File: config.mk
export PLATFORM = sky130hd
export DESIGN_NAME = abacus_cache_profiler_flat
export DESIGN_NICKNAME = d
export VERILOG_FILES = /design/src/rtl/abacus_pkg.sv /design/src/rtl/abacus_cache_profiler_if.sv /design/src/rtl/abacus_fill_tracker.sv /design/src/rtl/abacus_cache_profiler.sv /design/src/flat_wrapper.sv
export SDC_FILE = /design/constraint.sdc
export NUM_CORES = 1
export LEC_CHECK = 0
export BUFFER_PORTS_ARGS = -buffer_cell sky130_fd_sc_hd__buf_2
export CAP_MARGIN = 25
export CORE_ASPECT_RATIO = 1.4
export CORE_MARGIN = 4
export CORE_UTILIZATION = 40
export CTS_CLUSTER_DIAMETER = 150
export DETAILED_ROUTE_END_ITERATION = 7
export MAX_ROUTING_LAYER = met4
export PLACE_DENSITY = 0.56
export SLEW_MARGIN = 20
export SYNTH_ARGS = -nofsm -noshare
export SYNTH_HDL_FRONTEND = slang
export SYNTH_SLANG_ARGS = --single-unit
File: constraint.sdc
create_clock -name clk -period 3 [get_ports clk]
set_input_delay 0.3 -clock clk [delete_from_list [all_inputs] [get_ports clk]]
set_output_delay 0.3 -clock clk [all_outputs]
set_load 0.005 [all_outputs]
File: src/rtl/abacus_pkg.sv
// Shared types and constants for the abacus cache profiler: read-port register map,
// fill-tracker FSM states and default counter width.
package abacus_pkg;

    localparam int          ABACUS_COUNTER_WIDTH          = 32;
    localparam logic [31:0] ABACUS_CACHE_PROF_CTRL_OFFSET = 32'h8;

    typedef enum logic [3:0] {
        ABACUS_CACHE_ICACHE_REQ      = 4'd0,
        ABACUS_CACHE_ICACHE_MISS     = 4'd1,
        ABACUS_CACHE_ICACHE_FILL_CYC = 4'd2,
        ABACUS_CACHE_ICACHE_FILL_MAX = 4'd3,
        ABACUS_CACHE_DCACHE_REQ      = 4'd4,
        ABACUS_CACHE_DCACHE_HIT      = 4'd5,
        ABACUS_CACHE_DCACHE_FILL_CYC = 4'd6,
        ABACUS_CACHE_DCACHE_FILL_MAX = 4'd7,
        ABACUS_CACHE_STATUS          = 4'd8,
        ABACUS_CACHE_RSVD_FIRST      = 4'd9
    } abacus_cache_reg_e;

    typedef enum logic {
        FILL_IDLE = 1'b0,
        FILL_BUSY = 1'b1
    } fill_state_e;

endpackage

File: src/rtl/abacus_cache_profiler_if.sv
// Core-side cache level nets seen by the profiler, plus the fill-tracker states
// the profiler exposes back for observation.
interface abacus_cache_profiler_if;
    import abacus_pkg::*;

    logic        abacus_icache_request;
    logic        abacus_icache_miss;
    logic        abacus_icache_line_fill_in_progress;
    logic        abacus_dcache_request;
    logic        abacus_dcache_hit;
    logic        abacus_dcache_line_fill_in_progress;
    fill_state_e icache_fill_state;
    fill_state_e dcache_fill_state;

    // Levels only: no handshake, the profiler samples every cycle and never stalls the core.
    modport core (
        output abacus_icache_request, abacus_icache_miss, abacus_icache_line_fill_in_progress,
        output abacus_dcache_request, abacus_dcache_hit, abacus_dcache_line_fill_in_progress,
        input  icache_fill_state, dcache_fill_state
    );

    modport profiler (
        input  abacus_icache_request, abacus_icache_miss, abacus_icache_line_fill_in_progress,
        input  abacus_dcache_request, abacus_dcache_hit, abacus_dcache_line_fill_in_progress,
        output icache_fill_state, dcache_fill_state
    );

endinterface

File: src/rtl/abacus_fill_tracker.sv
// Line-fill length tracker: measures each fill and keeps the longest one seen since
// enable rose. sat flags a fill that ran past all-ones (max then settles at all-ones).
module abacus_fill_tracker
    import abacus_pkg::*;
#(
    parameter int WIDTH = ABACUS_COUNTER_WIDTH
) (
    input  logic             clk,
    input  logic             rst,
    input  logic             enable,
    input  logic             fill,
    output logic [WIDTH-1:0] max_len,
    output logic             sat,
    output fill_state_e      state
);

    localparam logic [WIDTH-1:0] ALL_ONES = '1;

    fill_state_e      state_n;
    logic [WIDTH-1:0] cur_len, cur_len_n, max_len_n;
    logic             sat_n;

    always_ff @(posedge clk or negedge rst) begin
        if (!rst) begin
            state   <= FILL_IDLE;
            cur_len <= '0;
            max_len <= '0;
            sat     <= 1'b0;
        end else begin
            state   <= state_n;
            cur_len <= cur_len_n;
            max_len <= max_len_n;
            sat     <= sat_n;
        end
    end

    always_comb begin
        state_n   = state;
        cur_len_n = cur_len;
        max_len_n = max_len;
        sat_n     = sat;
        if (!enable) begin
            state_n   = FILL_IDLE;
            cur_len_n = '0;
            max_len_n = '0;
            sat_n     = 1'b0;
        end else begin
            case (state)
                FILL_IDLE: begin
                    // A fill already running when enable rises starts here too, so its tail counts.
                    if (fill) begin
                        state_n   = FILL_BUSY;
                        cur_len_n = WIDTH'(1);
                    end
                end
                FILL_BUSY: begin
                    if (fill) begin
                        if (cur_len == ALL_ONES) sat_n = 1'b1;
                        else                     cur_len_n = cur_len + WIDTH'(1);
                    end else begin
                        if (cur_len > max_len) max_len_n = cur_len;
                        state_n = FILL_IDLE;
                    end
                end
                default: state_n = FILL_IDLE;
            endcase
        end
    end

endmodule

File: src/rtl/abacus_cache_profiler.sv
// Cache-event profiler: edge-detects core cache levels, counts events and fill cycles
// while enabled, and serves results through a registered indexed read port.
// Optional build macro ABACUS_CACHE_FILL_MAX_EN adds per-cache longest-fill trackers.
module abacus_cache_profiler
    import abacus_pkg::*;
#(
    parameter int COUNTER_WIDTH = ABACUS_COUNTER_WIDTH
) (
    input  logic                      clk,
    input  logic                      rst,
    input  logic                      enable,
    abacus_cache_profiler_if.profiler cache,
    input  logic [3:0]                rd_sel,
    output logic [COUNTER_WIDTH-1:0]  rd_data,
    output logic                      overflow
);

    localparam logic [COUNTER_WIDTH-1:0] ALL_ONES = '1;

    logic [5:0] level, level_q, rise, inc;

    assign level = {cache.abacus_dcache_line_fill_in_progress, cache.abacus_dcache_hit,
                    cache.abacus_dcache_request, cache.abacus_icache_line_fill_in_progress,
                    cache.abacus_icache_miss, cache.abacus_icache_request};
    assign rise  = level & ~level_q;
    // Counter slots: 0 ireq, 1 imiss, 2 ifill cycles, 3 dreq, 4 dhit, 5 dfill cycles.
    assign inc   = {level[5], rise[4], rise[3], level[2], rise[1], rise[0]};

    logic [COUNTER_WIDTH-1:0] cnt [6];
    logic [5:0]               cnt_sat;
    logic [COUNTER_WIDTH-1:0] imax, dmax;
    logic                     imax_sat, dmax_sat;
    logic [7:0]               sticky;
    logic [COUNTER_WIDTH-1:0] rd_next;

    // History runs regardless of enable, so a level already high at enable is not an edge.
    always_ff @(posedge clk or negedge rst) begin
        if (!rst) level_q <= '0;
        else      level_q <= level;
    end

    always_ff @(posedge clk or negedge rst) begin
        if (!rst) begin
            for (int i = 0; i < 6; i++) cnt[i] <= '0;
            cnt_sat <= '0;
        end else if (!enable) begin
            for (int i = 0; i < 6; i++) cnt[i] <= '0;
            cnt_sat <= '0;
        end else begin
            for (int i = 0; i < 6; i++) begin
                if (inc[i]) begin
                    if (cnt[i] == ALL_ONES) cnt_sat[i] <= 1'b1;
                    else                    cnt[i]     <= cnt[i] + COUNTER_WIDTH'(1);
                end
            end
        end
    end

`ifdef ABACUS_CACHE_FILL_MAX_EN
    abacus_fill_tracker #(.WIDTH(COUNTER_WIDTH)) u_icache_fill (
        .clk     (clk),
        .rst     (rst),
        .enable  (enable),
        .fill    (level[2]),
        .max_len (imax),
        .sat     (imax_sat),
        .state   (cache.icache_fill_state)
    );

    abacus_fill_tracker #(.WIDTH(COUNTER_WIDTH)) u_dcache_fill (
        .clk     (clk),
        .rst     (rst),
        .enable  (enable),
        .fill    (level[5]),
        .max_len (dmax),
        .sat     (dmax_sat),
        .state   (cache.dcache_fill_state)
    );
`else
    assign imax                    = '0;
    assign dmax                    = '0;
    assign imax_sat                = 1'b0;
    assign dmax_sat                = 1'b0;
    assign cache.icache_fill_state = FILL_IDLE;
    assign cache.dcache_fill_state = FILL_IDLE;
`endif

    assign sticky   = {dmax_sat, cnt_sat[5:3], imax_sat, cnt_sat[2:0]};
    assign overflow = |sticky;

    // Narrow builds only show the low STATUS flags; overflow still covers all eight.
    always_comb begin
        rd_next = '0;
        case (rd_sel)
            ABACUS_CACHE_ICACHE_REQ:      rd_next = cnt[0];
            ABACUS_CACHE_ICACHE_MISS:     rd_next = cnt[1];
            ABACUS_CACHE_ICACHE_FILL_CYC: rd_next = cnt[2];
            ABACUS_CACHE_ICACHE_FILL_MAX: rd_next = imax;
            ABACUS_CACHE_DCACHE_REQ:      rd_next = cnt[3];
            ABACUS_CACHE_DCACHE_HIT:      rd_next = cnt[4];
            ABACUS_CACHE_DCACHE_FILL_CYC: rd_next = cnt[5];
            ABACUS_CACHE_DCACHE_FILL_MAX: rd_next = dmax;
            ABACUS_CACHE_STATUS:          rd_next = COUNTER_WIDTH'(sticky);
            default:                      rd_next = '0;
        endcase
    end

    always_ff @(posedge clk or negedge rst) begin
        if (!rst) rd_data <= '0;
        else      rd_data <= rd_next;
    end

endmodule

File: src/flat_wrapper.sv
// flat-port wrapper written by rule: the top's interface ports become plain ports
module abacus_cache_profiler_flat import abacus_pkg::*;
#(
    parameter int COUNTER_WIDTH = ABACUS_COUNTER_WIDTH
)
  (clk, rst, enable, rd_sel, rd_data, overflow, cache_abacus_icache_request, cache_abacus_icache_miss, cache_abacus_icache_line_fill_in_progress, cache_abacus_dcache_request, cache_abacus_dcache_hit, cache_abacus_dcache_line_fill_in_progress, cache_icache_fill_state, cache_dcache_fill_state);
  abacus_cache_profiler_if cache_i ();
  input  logic clk;
  input  logic rst;
  input  logic enable;
  input  logic [3:0] rd_sel;
  output logic [COUNTER_WIDTH-1:0] rd_data;
  output logic overflow;
  input wire logic [$bits(cache_i.abacus_icache_request)-1:0] cache_abacus_icache_request;
  input wire logic [$bits(cache_i.abacus_icache_miss)-1:0] cache_abacus_icache_miss;
  input wire logic [$bits(cache_i.abacus_icache_line_fill_in_progress)-1:0] cache_abacus_icache_line_fill_in_progress;
  input wire logic [$bits(cache_i.abacus_dcache_request)-1:0] cache_abacus_dcache_request;
  input wire logic [$bits(cache_i.abacus_dcache_hit)-1:0] cache_abacus_dcache_hit;
  input wire logic [$bits(cache_i.abacus_dcache_line_fill_in_progress)-1:0] cache_abacus_dcache_line_fill_in_progress;
  output wire logic [$bits(cache_i.icache_fill_state)-1:0] cache_icache_fill_state;
  output wire logic [$bits(cache_i.dcache_fill_state)-1:0] cache_dcache_fill_state;
  assign cache_i.abacus_icache_request = cache_abacus_icache_request;
  assign cache_i.abacus_icache_miss = cache_abacus_icache_miss;
  assign cache_i.abacus_icache_line_fill_in_progress = cache_abacus_icache_line_fill_in_progress;
  assign cache_i.abacus_dcache_request = cache_abacus_dcache_request;
  assign cache_i.abacus_dcache_hit = cache_abacus_dcache_hit;
  assign cache_i.abacus_dcache_line_fill_in_progress = cache_abacus_dcache_line_fill_in_progress;
  assign cache_icache_fill_state = cache_i.icache_fill_state;
  assign cache_dcache_fill_state = cache_i.dcache_fill_state;
  abacus_cache_profiler #(.COUNTER_WIDTH(COUNTER_WIDTH)) u_core (.clk(clk), .rst(rst), .enable(enable), .cache(cache_i), .rd_sel(rd_sel), .rd_data(rd_data), .overflow(overflow));
endmodule
### Word-level counts from Yosys, hierarchy flattened

Index checks and enable logic that the tools add are counted.

* reduce and logical (&&, ||, !) cells: 14
* add/sub/neg operators: 6
* bitwise logic cells: 2
* equal/unequal tests: 30
* muxes and demuxes: 27

Operators with widths (count)
* $mux W32: 12
* $pmux W32 S7: 1
* $add A32 B1 Y32 const B: 6
* $eq A32 B32 Y1 const B: 6
* $mux W192: 1
* $ne A2 B1 Y1 const B: 12
* $reduce_and A2 Y1: 12
* $eq A4 B3 Y1 const B: 3
* $mux W1: 12
* $ne A2 B2 Y1 const B: 6
* $mux W6: 1
* $reduce_or A6 Y1: 1
* $and A5 B5 Y5: 1
* $not A5 Y5: 1
* $eq A4 B1 Y1 const B: 1
* $eq A4 B2 Y1 const B: 1
* $eq A4 B4 Y1 const B: 1
* $logic_not A4 Y1: 1

* output and inout bits: 35
* input bits: 13
* register bits after elaboration: 235
* word-level logic and storage cells: 93

### Depth between registers and ports, before layout

* depth after elaboration: 4
* gate-level depth with buffers: 9
* mapped depth without buffers: 6

### Worst setup path after synthesis

OpenSTA, ideal clock, no wires.

* kind: register to register
* start point: register u_core.cnt[32] (netlist name)
* end point: register u_core.cnt[59] (netlist name)
* buffers on the path: 1
* slack: 0.840 ns
* clock period less this slack: 2.160 ns
* stages on the path, launching flop included: 8
* arrival time: 2.082 ns
* library setup time: 0.078 ns
* data required time: 2.922 ns
* path through: dfrtp_1 ha_1 and4_1 and2_1 a31o_2 buf_2 or4b_2 a21oi_1

* cells in the longest elaborated chain, start to end: 4
* elaborated cells on any way between the ends: 7
* classes of those cells: 1 x add/sub; 2 x eq/ne; 3 x mux; 1 x reduce/logical

Ends and longest elaborated chain
* start, declared: line abacus_cache_profiler.sv:29 `logic [COUNTER_WIDTH-1:0] cnt [6];`
* start signal, assigned by index: line abacus_cache_profiler.sv:53 `else cnt[i] <= cnt[i] + COUNTER_WIDTH'(1);`
* $add A32 B1 Y32: line abacus_cache_profiler.sv:53
* $mux W32: line abacus_cache_profiler.sv:52 `if (cnt[i] == ALL_ONES) cnt_sat[i] <= 1'b1;`
* $mux W32: line abacus_cache_profiler.sv:51 `if (inc[i]) begin`
* $mux W192: line abacus_cache_profiler.sv:46 `end else if (!enable) begin`

Several ways; a longest one is shown, not always the timed one. The select of a mux whose other input is x is not followed.
A chain may end at the register's enable or synchronous reset.

### Final worst setup path

* start point: register u_core.cnt[56] (netlist name)
* end point: register u_core.cnt[43] (netlist name)

* cells in the longest elaborated chain, start to end: 3

Ends and longest elaborated chain (line)
* $eq A32 B32 Y1: abacus_cache_profiler.sv:52
* $ne A2 B2 Y1 (no line)
* $reduce_and A2 Y1 (no line)

No other way between the ends.

==> results_tabular.tex <==
\begin{tabular}{lr}
\hline
Metric & Value \\
\hline
\multicolumn{2}{l}{\textbf{Worst setup path}} \\
Bufs and invs on worst path & 1 \\
Slowest cell on the critical path & a31o\_2 \\
Startpoint type of the worst setup path & flop \\
CP required & 3.48 ns \\
CP Capture Type & flop \\
Largest stage delay on the critical path & 0.59 ns \\
Category of the most critical setup path & reg2reg \\
Series of cell instances along the critical path & nand4\_1, nor4\_1, buf\_4, a31o\_2, o21ai\_0, a21oi\_1 \\
Crit path max-delay family & compound AO/OA/AOI/OAI gates \\
Maximum net fanout on the critical path & 39 \\
Arrival time of data at the critical path endpoint & 2.94 ns \\
\multicolumn{2}{l}{\textbf{Finish}} \\
Multi-input combinational cell area & 6710 um2 \\
Syn-to-layout area delta & 12.82\% \\
Ant. Diodes & 0 \\
Final-layout fill cell count & 3098 \\
FF/Latch Area & 5856 um2 \\
Fraction of final layout cells sized beyond drive strength 1 & 0.09966 \\
NumNets Final & 1458 \\
Final standard cell area without fillers & 14680 um2 \\
\multicolumn{2}{l}{\textbf{Place}} \\
Weighted congestion reported at the end of routability-driven placement & 0.9544 \\
Dpl hpwl & 31.91 mm \\
Total cell area at the placement stage & 13740 um2 \\
Number of I/O port buffers & 45 \\
\multicolumn{2}{l}{\textbf{Timing}} \\
Sum of negative setup slack & 0 ns \\
Setup Skew & 0.01644 ns \\
Relative slew slack & 0.4447 \\
Total of endpoints with negative setup slack in the final report & 0 \\
Highest attainable clock frequency & 406.9 MHz \\
Setup repair after global routing missed its margin & no \\
Pins over their slew limit & 0 \\
Crit share post-route & 0.8191 \\
Final-report hold violation count & 0 \\
Clock period minus worst slack & 2.457 ns \\
Worst slew pin tran & 0.8284 ns \\
\multicolumn{2}{l}{\textbf{Yosys}} \\
Synthesized area per cell & 9.203 um2 \\
Count of distinct cell types in the synthesized netlist & 65 \\
Xor/xnor cell area share of the yosys netlist & 0.03769 \\
Library cell occupying the most area in the post-synthesis netlist & dfrtp\_1 \\
Portion of the post-synthesis area used by sequential elements & 0.4500 \\
Number of enable flip-flop cells after synthesis & 0 \\
Compound-cell area share of the yosys netlist & 0.1883 \\
Combinational family with the most area after synthesis & simple AND/OR/NAND/NOR gates \\
Multiplexer share of the synthesized area & 0.01615 \\
Area fraction of the dominant cell type after synthesis & 0.4500 \\
Prevailing post-synth register cell & dfrtp\_1 \\
Number of register bits inferred by synthesis & 234 \\
Most area-consuming cells after synthesis & dfrtp\_1 45\%, a22oi\_1 5.2\%, a21oi\_1 4.2\%, nand3\_1 4.1\%, or4\_1 3.2\% \\
Synth Cell Area & 13010 um2 \\
Top post-synthesis cells by count & 234 x dfrtp\_1, 108 x a21oi\_1, 107 x nand3\_1, 97 x nand2\_1, 90 x a22oi\_1 \\
Count of yosys warnings during synthesis & 0 \\
Asr flop ratio synth & 1.000 \\
Cell count after synthesis & 1414 \\
Leading cell type by number of instances after synthesis & dfrtp\_1 \\
Adder and majority gate portion of the synthesized area & 0.005769 \\
Simple-gate share of the synthesized area & 0.2645 \\
\multicolumn{2}{l}{\textbf{Clocking}} \\
Clk pin slew, worst setup/hold paths & 0.06 ns \\
Total clock sinks & 234 \\
Clk Tree Root Cell & clkbuf\_16 \\
CTS max path bufs & 3 \\
H-tree level count & 1 \\
Post-cts gate resize count & 0 \\
Number of buffers created by CTS & 26 \\
Source-to-sink clock delay at the later pin of the worst-skew pair & 0.56 ns \\
TritonCTS clock tree & built \\
\multicolumn{2}{l}{\textbf{Routing}} \\
Via density & 6.294 \\
Remaining antenna violation count after routing & 0 \\
Pre-Repair DR Iteration Count & 6 \\
Wire length after detailed routing & 43.67 mm \\
1st-iter DRT viols & 1105 \\
Detail-routed net length per standard cell & 23.12 um \\
Total number of vias & 11890 \\
Post-detailed-route DRC marker count & 0 \\
\multicolumn{2}{l}{\textbf{GRT}} \\
Antenna violations before repair & 0 \\
Global-route wire length before repair & 68.74 mm \\
Via count of the first global-routing pass & 11450 \\
Global router's overall resource usage & 0.2510 \\
Remaining Overflow, GRT & 0 \\
Largest net degree at the start of global routing & 66 \\
\multicolumn{2}{l}{\textbf{Power and ir drop}} \\
Total power consumption of the routed design & 6.878 mW \\
Worst VDD drop & 0.0003541 V \\
Power density cells & 468.5 nW/um2 \\
Leakage power & 5.648 nW \\
\multicolumn{2}{l}{\textbf{Worst hold path}} \\
Worst min path class & in2reg \\
\multicolumn{2}{l}{\textbf{Job}} \\
Max-Cap Viols & 0 \\
\multicolumn{2}{l}{\textbf{Floorplan}} \\
Initial core utilization & 0.4081 \\
Number of ports placed on the die boundary & 48 \\
Core box area & 31890 um2 \\
Chip width & 160.4 um \\
Area of the die & 35520 um2 \\
Std-Cell Rows & 77 \\
Die Y & 221.4 um \\
\multicolumn{2}{l}{\textbf{Status}} \\
Run status & finished, final reports clean \\
\hline
\end{tabular}
## metrics by stage
step / hold slack [ns] / worst slack (ns) / util / cells
after floorplan: 0.004409 / 0.8399 / - / 1415
after global placement: 0.2857 / 0.5696 / 0.4308 / 1840
after detailed placement: 0.2830 / 0.5615 / 0.4308 / 1840
after CTS: 0.1308 / 0.5355 / 0.4604 / 1889
after global routing: 0.1800 / 0.3215 / 0.4604 / 1889
final: 0.1450 / 0.5426 / 0.4604 / 1889
## layer usage
| metal | wire length (um) | track usage | share of wire | up-vias |
|---|---|---|---|---|
| met2 | 22020 | 0.4243 | 0.50 | 403 |
| li1 | - | - | - | 5467 |
| met4 | 1575 | 0.08942 | 0.036 | 0 |
| met1 | 17270 | 0.3142 | 0.40 | 5936 |
| met3 | 2805 | 0.02401 | 0.064 | 83 |
| met5 | 0 | - | 0 | - |
## state kept, by name (all words and copies together) (netlist names)
| name | count |
|---|---|
| u_core.cnt_sat | 6 |
| u_core.level_q | 4 |
| u_core.rd_data | 32 |
| u_core.cnt | 192 |
## worst reg2reg max path, delay by kind of cell, from the launching register on
| family | cells | cell delay, ns |
|---|---|---|
| AND/OR/NAND/NOR | 2 | 0.64 |
| buffers and inverters | 1 | 0.20 |
| AO/OA/AOI/OAI | 3 | 0.98 |
| flip-flops | 1 | 0.58 |
## logic make-up (layout without fill, tap and decap cells)
family	after synthesis	count (layout)
other cells	1	2
fa+ha+maj	6	6
buf+inv	111	151
simple gates	613	613
compound gates	372	372
xor+xnor	56	56
flops	234	234
mux	21	21
## worst paths after layout
| path | from | to | slack, ns | depth (start not counted) |
|---|---|---|---|---|
| max in group asynchronous | rst | u_core.cnt[72] | 1.81 | 3 |
| max reg2reg | u_core.cnt[56] | u_core.cnt[43] | 0.54 | 6 |
| max | u_core.cnt[56] | u_core.cnt[43] | 0.54 | 6 |
| min | cache_abacus_dcache_line_fill_in_progress | u_core.cnt[1] | 0.14 | 3 |
| min in group asynchronous | rst | u_core.cnt[184] | 0.29 | 2 |
| min reg2reg | u_core.cnt_sat[5] | u_core.cnt_sat[5] | 0.56 | 2 |
## timing repair
item / 4_1_cts / 5_1_grt
setup buffers: 0 / 0
hold endpoints to repair: 64 / 0
hold buffers: 5 / 0
## layout by cell type, fill, tap and decap left out, types with 39 or more instances in the layout
cell type and instances:
buf_4 39, buf_2 44, a21oi_1 108, nand3_1 107, nor2_1 79, o31ai_1 51
nand2_1 97, a22oi_1 90, or3_1 59, xnor2_1 41, or4_1 55, dfrtp_1 234
nand4_1 56, o21ai_0 54
## cell type report
type / count / share of cell area
sequential: 234 / 0.3989
clock buffer: 37 / 0.05131
inverter: 16 / 0.004261
multi-input combinational: 1070 / 0.4571
timing repair buffer: 91 / 0.04210
tap: 434 / 0.03699
clock inverter: 7 / 0.009375
## power breakdown
group | switching, mW | internal, mW
Combinational | 0.209 | 0.0594
Sequential | 0.0232 | 3.17
Clock | 1.34 | 2.07
No activity file was read; power rests on OpenSTA's default activity.
